`src/rtl/npc_pkg.sv`:
```
// Shared definitions for the NPC core sequencer: FSM states, RV32I major opcodes, ebreak encoding.
package npc_pkg;

  typedef enum logic [2:0] {
    ST_FETCH_REQ,
    ST_FETCH_WAIT,
    ST_EXEC,
    ST_WB,
    ST_HALT
  } state_t;

  localparam logic [6:0] OP_IMM    = 7'b0010011;
  localparam logic [6:0] OP_OP     = 7'b0110011;
  localparam logic [6:0] OP_LUI    = 7'b0110111;
  localparam logic [6:0] OP_AUIPC  = 7'b0010111;
  localparam logic [6:0] OP_JAL    = 7'b1101111;
  localparam logic [6:0] OP_JALR   = 7'b1100111;
  localparam logic [6:0] OP_BRANCH = 7'b1100011;
  localparam logic [6:0] OP_LOAD   = 7'b0000011;
  localparam logic [6:0] OP_STORE  = 7'b0100011;
  localparam logic [6:0] OP_SYSTEM = 7'b1110011;

  localparam int NUM_LEGAL_OPS = 10;
  localparam logic [6:0] LEGAL_OPS [NUM_LEGAL_OPS] = '{
    OP_IMM, OP_OP, OP_LUI, OP_AUIPC, OP_JAL,
    OP_JALR, OP_BRANCH, OP_LOAD, OP_STORE, OP_SYSTEM
  };

  localparam logic [31:0] EBREAK = 32'h0010_0073;

endpackage

```
`src/rtl/npc_ctrl_dec.sv`:
```
// Combinational instruction classifier: opcode legality, rd-writing class and ebreak detection.
module npc_ctrl_dec
  import npc_pkg::*;
(
  input  logic [31:0] inst,
  output logic        legal,
  output logic        writes_rd,
  output logic        is_ebreak
);

  logic [NUM_LEGAL_OPS-1:0] op_hit;

  genvar gi;
  generate
    for (gi = 0; gi < NUM_LEGAL_OPS; gi++) begin : g_legal
      assign op_hit[gi] = (inst[6:0] == LEGAL_OPS[gi]);
    end
  endgenerate

  assign legal     = |op_hit;
  assign is_ebreak = (inst == EBREAK);

  always_comb begin
    writes_rd = 1'b0;
    case (inst[6:0])
      OP_IMM, OP_OP, OP_LUI, OP_AUIPC, OP_JAL, OP_JALR, OP_LOAD: writes_rd = 1'b1;
      default: writes_rd = 1'b0;
    endcase
  end

endmodule

```
`src/rtl/npc_core_ctrl.sv`:
```
// Multi-cycle sequencer for the NPC core: fetch, execute strobe, writeback, PC advance.
// One instruction in flight; halts on ebreak or on any fault (trap_err distinguishes them).
module npc_core_ctrl
  import npc_pkg::*;
#(
  parameter logic [31:0] RESET_PC      = 32'h8000_0000,
  parameter int unsigned FETCH_TIMEOUT = 255
) (
  input  logic        clk,
  input  logic        rst_n,
  output logic        imem_req_valid,
  output logic [31:0] imem_req_addr,
  input  logic        imem_req_ready,
  input  logic        imem_rsp_valid,
  input  logic [31:0] imem_rsp_data,
  input  logic        imem_rsp_err,
  output logic [31:0] inst,
  output logic        exu_en,
  input  logic [31:0] exu_result,
  input  logic [31:0] exu_next_pc,
  output logic        rf_we,
  output logic [4:0]  rf_waddr,
  output logic [31:0] rf_wdata,
  output logic [31:0] pc,
  output logic [31:0] instret,
  output logic        halt,
  output logic        trap_err
);

  // Counter holds cycles already spent in the fetch state, so the last allowed cycle is TIMEOUT-1.
  localparam logic [7:0] TMO_LAST = 8'(FETCH_TIMEOUT - 1);

  state_t      state_reg, state_next;
  logic [31:0] pc_reg, pc_next;
  logic [31:0] inst_reg, inst_next;
  logic [31:0] instret_reg, instret_next;
  logic [31:0] result_reg, result_next;
  logic [31:0] npc_reg, npc_next;
  logic [7:0]  tmo_cnt_reg, tmo_cnt_next;
  logic        trap_reg, trap_next;

  logic dec_legal, dec_writes_rd, dec_is_ebreak;
  logic req_valid_next, exu_en_next, rf_we_next;

  npc_ctrl_dec u_dec (
    .inst      (inst_reg),
    .legal     (dec_legal),
    .writes_rd (dec_writes_rd),
    .is_ebreak (dec_is_ebreak)
  );

  always_comb begin
    state_next     = state_reg;
    pc_next        = pc_reg;
    inst_next      = inst_reg;
    instret_next   = instret_reg;
    result_next    = result_reg;
    npc_next       = npc_reg;
    tmo_cnt_next   = '0;
    trap_next      = trap_reg;
    req_valid_next = 1'b0;
    exu_en_next    = 1'b0;
    rf_we_next     = 1'b0;

    case (state_reg)
      ST_FETCH_REQ: begin
        req_valid_next = 1'b1;
        if (imem_req_ready) begin
          state_next = ST_FETCH_WAIT;
        end else if (tmo_cnt_reg == TMO_LAST) begin
          state_next = ST_HALT;
          trap_next  = 1'b1;
        end else begin
          tmo_cnt_next = tmo_cnt_reg + 8'd1;
        end
      end
      ST_FETCH_WAIT: begin
        if (imem_rsp_valid) begin
          if (imem_rsp_err) begin
            state_next = ST_HALT;
            trap_next  = 1'b1;
          end else begin
            inst_next  = imem_rsp_data;
            state_next = ST_EXEC;
          end
        end else if (tmo_cnt_reg == TMO_LAST) begin
          state_next = ST_HALT;
          trap_next  = 1'b1;
        end else begin
          tmo_cnt_next = tmo_cnt_reg + 8'd1;
        end
      end
      ST_EXEC: begin
        exu_en_next = 1'b1;
        if (dec_is_ebreak) begin
          state_next = ST_HALT;
          trap_next  = 1'b0;
        end else if (!dec_legal) begin
          state_next = ST_HALT;
          trap_next  = 1'b1;
        end else begin
          result_next = exu_result;
          npc_next    = exu_next_pc;
          state_next  = ST_WB;
        end
      end
      ST_WB: begin
        if (npc_reg[1:0] != 2'b00) begin
          state_next = ST_HALT;
          trap_next  = 1'b1;
        end else begin
          rf_we_next   = dec_writes_rd && (inst_reg[11:7] != 5'd0);
          pc_next      = npc_reg;
          instret_next = instret_reg + 32'd1;
          state_next   = ST_FETCH_REQ;
        end
      end
      ST_HALT: state_next = ST_HALT;
      default: state_next = ST_HALT;
    endcase
  end

  always_ff @(posedge clk) begin
    if (!rst_n) begin
      state_reg   <= ST_FETCH_REQ;
      pc_reg      <= RESET_PC;
      inst_reg    <= '0;
      instret_reg <= '0;
      result_reg  <= '0;
      npc_reg     <= '0;
      tmo_cnt_reg <= '0;
      trap_reg    <= 1'b0;
    end else begin
      state_reg   <= state_next;
      pc_reg      <= pc_next;
      inst_reg    <= inst_next;
      instret_reg <= instret_next;
      result_reg  <= result_next;
      npc_reg     <= npc_next;
      tmo_cnt_reg <= tmo_cnt_next;
      trap_reg    <= trap_next;
    end
  end

  assign imem_req_valid = req_valid_next;
  assign imem_req_addr  = pc_reg;
  assign exu_en         = exu_en_next;
  assign rf_we          = rf_we_next;
  assign rf_waddr       = inst_reg[11:7];
  assign rf_wdata       = result_reg;
  assign inst           = inst_reg;
  assign pc             = pc_reg;
  assign instret        = instret_reg;
  assign halt           = (state_reg == ST_HALT);
  assign trap_err       = trap_reg;

endmodule

```
`config.mk`:
```
export PLATFORM = sky130hd
export DESIGN_NAME = npc_core_ctrl
export DESIGN_NICKNAME = d
export VERILOG_FILES = /design/src/rtl/npc_pkg.sv /design/src/rtl/npc_ctrl_dec.sv /design/src/rtl/npc_core_ctrl.sv
export SDC_FILE = /design/constraint.sdc
export NUM_CORES = 1
export LEC_CHECK = 0
export ABC_AREA = 1
export CAP_MARGIN = 15
export CORE_UTILIZATION = 35
export CTS_CLUSTER_DIAMETER = 40
export DETAILED_ROUTE_END_ITERATION = 10
export GPL_ROUTABILITY_DRIVEN = 0
export PLACE_DENSITY = 0.65
export SYNTH_ARGS = -nofsm -noshare
export SYNTH_HDL_FRONTEND = slang
export SYNTH_SLANG_ARGS = --single-unit
```
`constraint.sdc`:
```
create_clock -name clk -period 1.54 [get_ports clk]
set_input_delay 0.308 -clock clk [delete_from_list [all_inputs] [get_ports clk]]
set_output_delay 0.308 -clock clk [all_outputs]
set_load 0.02 [all_outputs]
```
==> flow_summary.ini <==
[floorplanning]
rows = 52
dieArea_um2 = 21740
initial_core_util_pct = 36.12
core_area_um2 = 20490
pin_count = 271
die_w_um = 147.4
die_h_um = 147.4

[worst_setup_path]
crit_buf_inv = 2
cp-end-kind = primary output
crit_type = reg2out
crit_family = flip-flops
r2r_slack_ns = -0.18
cpPeakStageDelay_ns = 0.36
crit_path_start_kind = register
rr_endpoint = npc_reg[27]$_SDFFE_PN0P_
cp_common_cell = nor2_2
crit_path_cell_trace = inv_2 -> nand3_2 -> nor2_2 -> nor2_2 -> a221oi_4 -> buf_6
arrival_ns = 1.55
reg2reg_depth = 10
crit_slowest_cell = dfxtp_2
crit_fanout = 4
cp.required_ns = 1.23
r2r-start = inst[4]$_SDFFE_PN0P_

[finish]
nNetsFinal = 1441
fin_cells = 1622
drive_gt1_share_pct = 19.56
utilization_pct = 57.28
area_growth_pct = 58.58

[sta]
slew_violations = 0
tightestPinTransition_ns = 0.4345
rsz0062_at_grt = true
finClkSkew_ns = 0.01169
setup_viol = 67
setup-tns-final_ns = -8.580
min_period_ns = 1.861
finalHoldViolCount = 0
fmax_mhz = 537.3
relSlewSlack_pct = 71.04
finalCritPeriodShare_pct = 120.8
fin_ws_ns = -0.3211

[yosys]
ys_seq_area_share_pct = 46.51
synth_fp_nets = 1114
synth.area.top_cells = dfxtp_1 (47%), a21oi_1 (9.2%), o21ai_0 (7.6%), nand2_1 (7.4%), inv_1 (6.1%)
synth.distinct_cells = 36
synth_ff_type = dfxtp_1
syn_inst = 1010
ys_warn_count = 0
yosysMostFrequentCell = dfxtp_1
syn_area_um2 = 7403
synth_seq_cells = 172
synth.avg_cell_area_um2 = 7.330
yosys.area.top_type = dfxtp_1
yosysTopAreaCellShare_pct = 46.51
synth_edf_count = 0
netlist_top_cells_count = dfxtp_1 (172), nand2_1 (146), a21oi_1 (136), inv_1 (121), o21ai_0 (112)
async_flop_share_pct = 0

[global_routing]
track_usage_pct = 20.47
grt_pass1_wl_um = 35450
overflow = 0
grt_antenna_before_repair = 3
grt_max_degree = 113
grt_pass1_vias = 7078

[power_and_ir_drop]
pwr-share-seq_pct = 47.0
power.internal_mw = 7.239
power_switching_mw = 2.381
p_per_area_nw_per_um2 = 819.5
p_total_mw = 9.621
ir_worst_vdd_mv = 0.6586
combPwrFrac_pct = 8.4
p_sw_share_pct = 24.75
p_clk_share_pct = 44.5
p_leak_nw = 5.124

[route]
ant_nets = 0
met2_length_um = 10220
drt-total-wl_um = 22470
met3WireLength_um = 1578
dr.pass1.iters = 4
drt-wirelength-per-cell_um = 13.85
vias = 7617
drc = 0
highest_layer = met5
viasPerCell = 4.696
met1Wirelength_um = 10410
dr.first_iter.drc_count = 287

[min_path]
hold_start = rst_n
hp-class = in2reg
holdPathStages = 5
min_to = tmo_cnt_reg[2]$_SDFF_PN0_

[clock_network]
cts_buffer_depth = 2
htreeDepth = 4
hold_buffers = 0
clk_pin_slew_ns = 0.07
cts_sinks = 172
cts_buffers = 17
clk_latency_ns = 0.43
cts_root_buffer = clkbuf_16
tritoncts = built

[flow_run]
maxCapViolCount = 0

[placed_design]
place_ws_ns = -0.3857
dpl.hpwl_um = 15470
dp_cells = 1570
port-buffer-count = 270

[outcome]
violations = setup timing
status = finished with violations
## repair_timing
| item | 4_1_cts | 5_1_grt |
|---|---|---|
| gates cloned | 4 | 1 |
| endpoints found under the setup margin | 305 | 213 |
| gates resized for setup | 255 | 80 |
| setup buffers | 11 | 2 |
| pin swaps | 9 | 3 |
## cell usage in the layout, fill, tap and decap left out, drive strengths merged, types with 26 or more instances in the layout
master / Yosys / layout
nor2: 112 / 112
clkbuf: 30 / 26
nand2: 147 / 147
a21oi: 136 / 136
nor3: 28 / 28
nand3: 31 / 31
dfxtp: 172 / 172
inv: 124 / 132
o21ai: 139 / 139
clkdlybuf4s50: 0 / 99
dlygate4sd2: 0 / 139
buf: 56 / 126
## how the worst max path moves through the flow
stage,start,endpoint,slack [ns],cells after the start
global placement,inst[3]$_SDFFE_PN0P_,rf_we,-0.39,6
floorplan,state_reg[2]$_SDFF_PN0_,rf_we,-0.03,6
finish,inst[4]$_SDFFE_PN0P_,rf_we,-0.32,6
global route,inst[0]$_SDFFE_PN0P_,rf_we,-0.40,5
detailed placement,inst[3]$_SDFFE_PN0P_,rf_we,-0.39,6
CTS,inst[6]$_SDFFE_PN0P_,rf_we,-0.31,6
## worst min-delay path, cell delays in order
cell,delay (ns)
buf_4,0.13
inv_1,0.07
nor3_1,0.06
nand3_2,0.15
nor2_1,0.05
## through the flow
stage               hold slack (ns)  area, µm²
CTS                          0.4081      11580
global route                 0.4348      11740
finish                       0.3976      11740
floorplan                    0.4292       7440
global placement             0.4317      10860
detailed placement           0.4371      10860
## cell type report
cell class,instances,area [µm²]
diodes,2,5.005
clock buffers,18,429.2
clock inverters,14,151.4
fillers,1987,8755
inverters,124,465.4
multi-input cells,628,3207
flip-flops and latches,172,3475
well taps,270,337.8
repair buffers,394,3670
## cell families after synthesis
| family | count (synthesis) | share of synthesized area (%) |
|---|---|---|
| AND/OR/NAND/NOR | 338 | 19.94 |
| AO/OA/AOI/OAI | 282 | 19.32 |
| buffers and inverters | 210 | 13.13 |
| flip-flops | 172 | 46.51 |
| XOR/XNOR | 5 | 0.5916 |
| adder cells (fa/ha/maj) | 3 | 0.5071 |
## power groups by stage
stage | registers (mW) | clock network, mW | logic [mW]
final | 4.52 | 4.28 | 0.812
after global placement | 4.62 | 0 | 0.802
after global routing | 4.53 | 4.60 | 0.891
after detailed placement | 4.63 | 0 | 0.802
after floorplan | 4.68 | 0 | 0.265
after CTS | 4.52 | 4.38 | 0.803
## metal layers
layer | vias to the layer above | GRT usage [%]
li1 | 3916 | -
met1 | 3438 | 26.37
met2 | 240 | 33.68
met3 | 21 | 5.802
met4 | 2 | 5.000
met5 | - | 0
(Power assumes the default switching activity.)
==> patch 1 (same settings) <==
Register the output `trap_err` once more, cleared by the reset; this adds one clock of latency there. The other outputs are not delayed to match.
--- a/src/rtl/npc_core_ctrl.sv
+++ b/src/rtl/npc_core_ctrl.sv
@@ -152,7 +152,13 @@
   assign pc             = pc_reg;
   assign instret        = instret_reg;
   assign halt           = (state_reg == ST_HALT);
-  assign trap_err       = trap_reg;
+  always_ff @(posedge clk) begin
+    if (!rst_n) begin
+      trap_err <= '0;
+    end else begin
+      trap_err <= trap_reg;
+    end
+  end
 
 endmodule
 
Check against the original RTL: not equivalent (a bounded check fails within 4 cycles, from zero or initial values and one cycle with rst_n low).
==> patch 1 against the unedited design <==
The flow still finishes with violations (negative setup slack); routed wire length rose by 11%; combinational power is 18% higher; area after synthesis hardly changed; setup slack got worse by 29 ps; final cell count increased by 1.7%; utilization grew 3.7 points; sequential cell count up 1; power is 2.0% higher; final area rose by 6.4%; highest routed layer unchanged.
==> patch 1: results (changes against the unedited design) <==
Run status
  – Status: complete, but fails checks
  – Failing checks: negative setup slack

Global route
  – Largest net degree at the start of global routing: 69 (-39%)
  – Vias in the first global route: 7328 (+3.5%)
  – Initial antenna violation count: 2 (-1)
  – First-pass GRT wire length: 36.9 mm (+4.1%)
  – Tot GR Track Use: 0.213 (+0.00852)

Power
  – Pleak: 0.00541 uW (+5.5%)
  – Maximum vdd ir drop: 0.000640 V (-2.8%)

Synthesis
  – Sequential element share of the synthesized area: 0.468 (+0.00302)
  – Cell variety after synth: 33 (-8.3%)
  – Net Count, Synth: 1120 (+0.54%)
  – Synth cell count leaders: dfxtp_1, nand2_1, o21ai_0
  – Synth top area cells: dfxtp_1, o21ai_0, a21oi_1
  – Synth async-reset ratio: 0 (unchanged)

Detailed routing
  – Drt first pass iters: 6 (+2)
  – Number of vias per cell: 4.75 (+1.2%)
  – Final WL: 24.9 mm (+11%)
  – Drt initial violations: 326 (+14%)

Layout
  – Fillcell total: 1888 (-5.0%)
  – Share of layout cells above drive strength 1: 0.279 (+0.0833)

Timing
  – Final Skew: 15.0 ps (+3.33 ps)
  – Worst setup margin: -350 ps (-28.8 ps)
  – Final TNS setup: -15750 ps (-7170 ps)
  – Final setup violation count: 70 (+4.5%)

Critical path
  – CP arrival: 1580 ps (+30 ps)

Worst hold path
  – Type of the tightest min-delay check: in2reg

Placed design
  – DP Wirelength: 15.7 mm (+1.2%)
patch 1: cell families (layout without fill, tap and decap cells):
logic type / Yosys count / after routing / share of synthesized area
other: 0 / 2 / 0
adders and majority gates: 3 / 3 / 0.00507
DFF: 173 / 173 / 0.468
xor gates and xnor gates: 5 / 5 / 0.00592
AOI/OAI and AO/OA: 284 / 284 / 0.194
buffers and inverters: 208 / 569 / 0.128
and+or+nand+nor: 343 / 343 / 0.198
patch 1: per-layer routing:
layer | vias up | share of wire
met5 | - | 0.00052
met2 | 258 | 0.48
li1 | 3973 | -
met3 | 18 | 0.076
met4 | 2 | 0.0080
met1 | 3582 | 0.43
patch 1: worst paths after layout:
check | from | to | slack, ps | cells past startpoint
min reg2reg | trap_reg | trap_err | 430 | 2
min | rst_n | instret[20] | 190 | 3
max | inst[4] | rf_we | -350 | 4
max reg2reg | inst[3] | rf_wdata[15] | -330 | 12
patch 1: critical path, stage by stage, from the launching register on:
cell	delay, ps
dfxtp_4	370
nor3_4	210
nand2_2	100
a221oi_4	320
buf_6	160
patch 1: stage by stage:
| stage | instance area (um2) | hold WS [ps] | std cells | setup WS (ps) |
|---|---|---|---|---|
| floorplan | 7460 | 407 | 1016 | 0.0706 |
| global placement | 10900 | 419 | 1572 | -419 |
| detailed placement | 10900 | 429 | 1572 | -434 |
| CTS | 11700 | 180 | 1624 | -328 |
| global route | 12500 | 209 | 1647 | -444 |
| finish | 12500 | 192 | 1649 | -350 |
patch 1: repair_timing:
item	in CTS	in global routing
hold buffers	0	0
gates cloned	5	8
endpoints found under the setup margin	270	149
hold endpoints to repair	0	0
gates resized for setup	265	255
pin swaps	11	32
setup buffers	15	17
patch 1: final cells by class:
cell class              count  share of cell area
clock inverters            14              0.0117
flip-flops and latches    173               0.281
inverters                 121              0.0366
clock buffers              18              0.0351
diodes                      2            0.000400
well taps                 270              0.0270
multi-input cells         635               0.289
repair buffers            416               0.319
patch 1: power groups by stage:
stage               Combinational, uW  Clock (uW)  Sequential (uW)
global placement                  880           0             4660
global route                     1040        4570             4570
floorplan                         291           0             4720
finish                            958        4290             4560
detailed placement                881           0             4670
CTS                               886        4380             4560
==> patch 2 (same flow settings) <==
Without the edit above. `FETCH_TIMEOUT`: 255 -> 127.
--- a/src/rtl/npc_core_ctrl.sv
+++ b/src/rtl/npc_core_ctrl.sv
@@ -4,7 +4,7 @@
   import npc_pkg::*;
 #(
   parameter logic [31:0] RESET_PC      = 32'h8000_0000,
-  parameter int unsigned FETCH_TIMEOUT = 255
+  parameter int unsigned FETCH_TIMEOUT = 127
 ) (
   input  logic        clk,
   input  logic        rst_n,
Function: same outputs for any inputs over 4 cycles, from zero or initial values and one cycle with rst_n low; that may be too few to reach the edited logic, so the function may still have changed.
==> patch 2 against the unedited design <==
The run still ends with negative setup slack left; final area grew 13%; area after synthesis increased by 0.25%; power grew 4.8%; setup slack got worse by 1.9 ps; final cell count is 3.2% higher; sequential cell count unchanged; sequential power hardly changed; die area up 0.24%; global-route usage fell by 0.72 points; routed wire length rose by 17%; first-iteration DRC count is 17% higher; critical path type unchanged.
==> patch 2: results (changes against the unedited design) <==
Run status
  – Status: complete, but fails checks
  – Failing checks: negative setup slack

Timing
  – Final setup violation count: 117 (+75%)
  – Final Skew: 18.5 ps (+6.80 ps)
  – Max_slew headroom: 0.711 (+0.000907)
  – Worst setup margin: -323 ps (-1.91 ps)

Synthesis
  – Complex-gate fraction of the synthesized area: 0.193 (-0.000320)
  – Avg Inst Size Synth: 7.36 um2 (+0.45%)
  – Post-Synth XOR/XNOR Area: 0.00944 (+0.00353)
  – Post-Synth Adder-Cell Area: 0.00506 (-0.0000128)
  – Cell variety after synth: 38 (+5.6%)
  – Sequential element share of the synthesized area: 0.464 (-0.00118)
  – Synth top area cells: dfxtp_1, a21oi_1, nand2_1
  – Net Count, Synth: 1112 (-0.18%)

Power
  – P_clk: 4490 uW (+4.9%)
  – Internal power: 7430 uW (+2.6%)
  – Pleak: 0.00576 uW (+12%)
  – Maximum vdd ir drop: 0.000721 V (+9.4%)
  – Comb group: 1070 uW (+32%)
  – Pwr Density: 761 nW/um2 (-7.2%)

Layout
  – Layout non-clock buf frac: 0.343 (+0.0306)
  – Fillcell total: 1813 (-8.8%)
  – Clock buffers: 17 (-1)
  – Sequential share of cell area: 0.263 (-0.0333)
  – Signal buffers: 449 (+14%)
  – Share of layout cells above drive strength 1: 0.312 (+0.117)
  – Multi-Input Combinational: 632 (+0.64%)
  – Clock network share of area: 0.0464 (-0.00301)

Critical path
  – Reg-to-reg startpoint: inst[6]
  – Reg2reg setup slack: -290 ps (-110 ps)
  – Worst path max stage delay: 380 ps (+20 ps)
  – Worst R2R Path Depth: 12 (+2)
  – CP max-delay cell: dfxtp_4
  – R2r endpoint: npc_reg[2]

Detailed routing
  – Drt first pass iters: 5 (+1)
  – Detailed-routed wire length on met3: 1.83 mm (+16%)
  – Wl on met1: 11.4 mm (+9.8%)
  – Routed len/inst: 15.7 um (+13%)
  – Top Metal Used: met4
  – Number of vias per cell: 4.82 (+2.7%)
  – Routed wl met2: 12.7 mm (+24%)
  – Drt initial violations: 337 (+17%)

Worst hold path
  – Hold Path Depth: 3 (-2)

Global route
  – Grt met2 use: 0.333 (-0.00425)
  – First-pass GRT wire length: 34.6 mm (-2.4%)
  – Largest net degree at the start of global routing: 82 (-27%)
  – M1 GR Usage: 0.242 (-0.0217)
  – Met3 Usage GRT: 0.0602 (+0.00216)
  – Initial antenna violation count: 2 (-1)
  – Vias in the first global route: 7075 (-0.042%)
  – Tot GR Track Use: 0.197 (-0.00724)

Job
  – Max Cap Viol: 0 (unchanged)

Placed design
  – Placed cell area: 10800 um2 (-0.24%)
  – DP Wirelength: 15.3 mm (-1.4%)
patch 2: changes by cell type in the layout (fill, tap and decap cells not counted), sizes merged, moves of 3 or more:
cell	unedited run	this run
clkbuf	26	55
buf	126	169
clkinv	1	5
clkdlybuf4s15	19	31
bufbuf	3	0
inv	132	126
and3	0	3
dlygate4sd2	139	111
clkinvlp	4	0
xor2	3	7
nand2	147	150
o21ai	139	135
patch 2: stage by stage:
| step | TNS (ps) | hold WS (ps) | setup slack, ps | instances |
|---|---|---|---|---|
| floorplan | -223 | 430 | -81.2 | 1008 |
| global placement | -17480 | 429 | -388 | 1567 |
| detailed placement | -24880 | 435 | -424 | 1567 |
| CTS | -15260 | 195 | -316 | 1614 |
| global route | -26100 | 223 | -393 | 1672 |
| finish | -15050 | 218 | -323 | 1674 |
patch 2: timing repair:
action | CTS | global route
pin swaps | 9 | 59
endpoints found under the setup margin | 292 | 220
setup buffers | 14 | 33
gates cloned | 1 | 30
gates resized for setup | 255 | 386
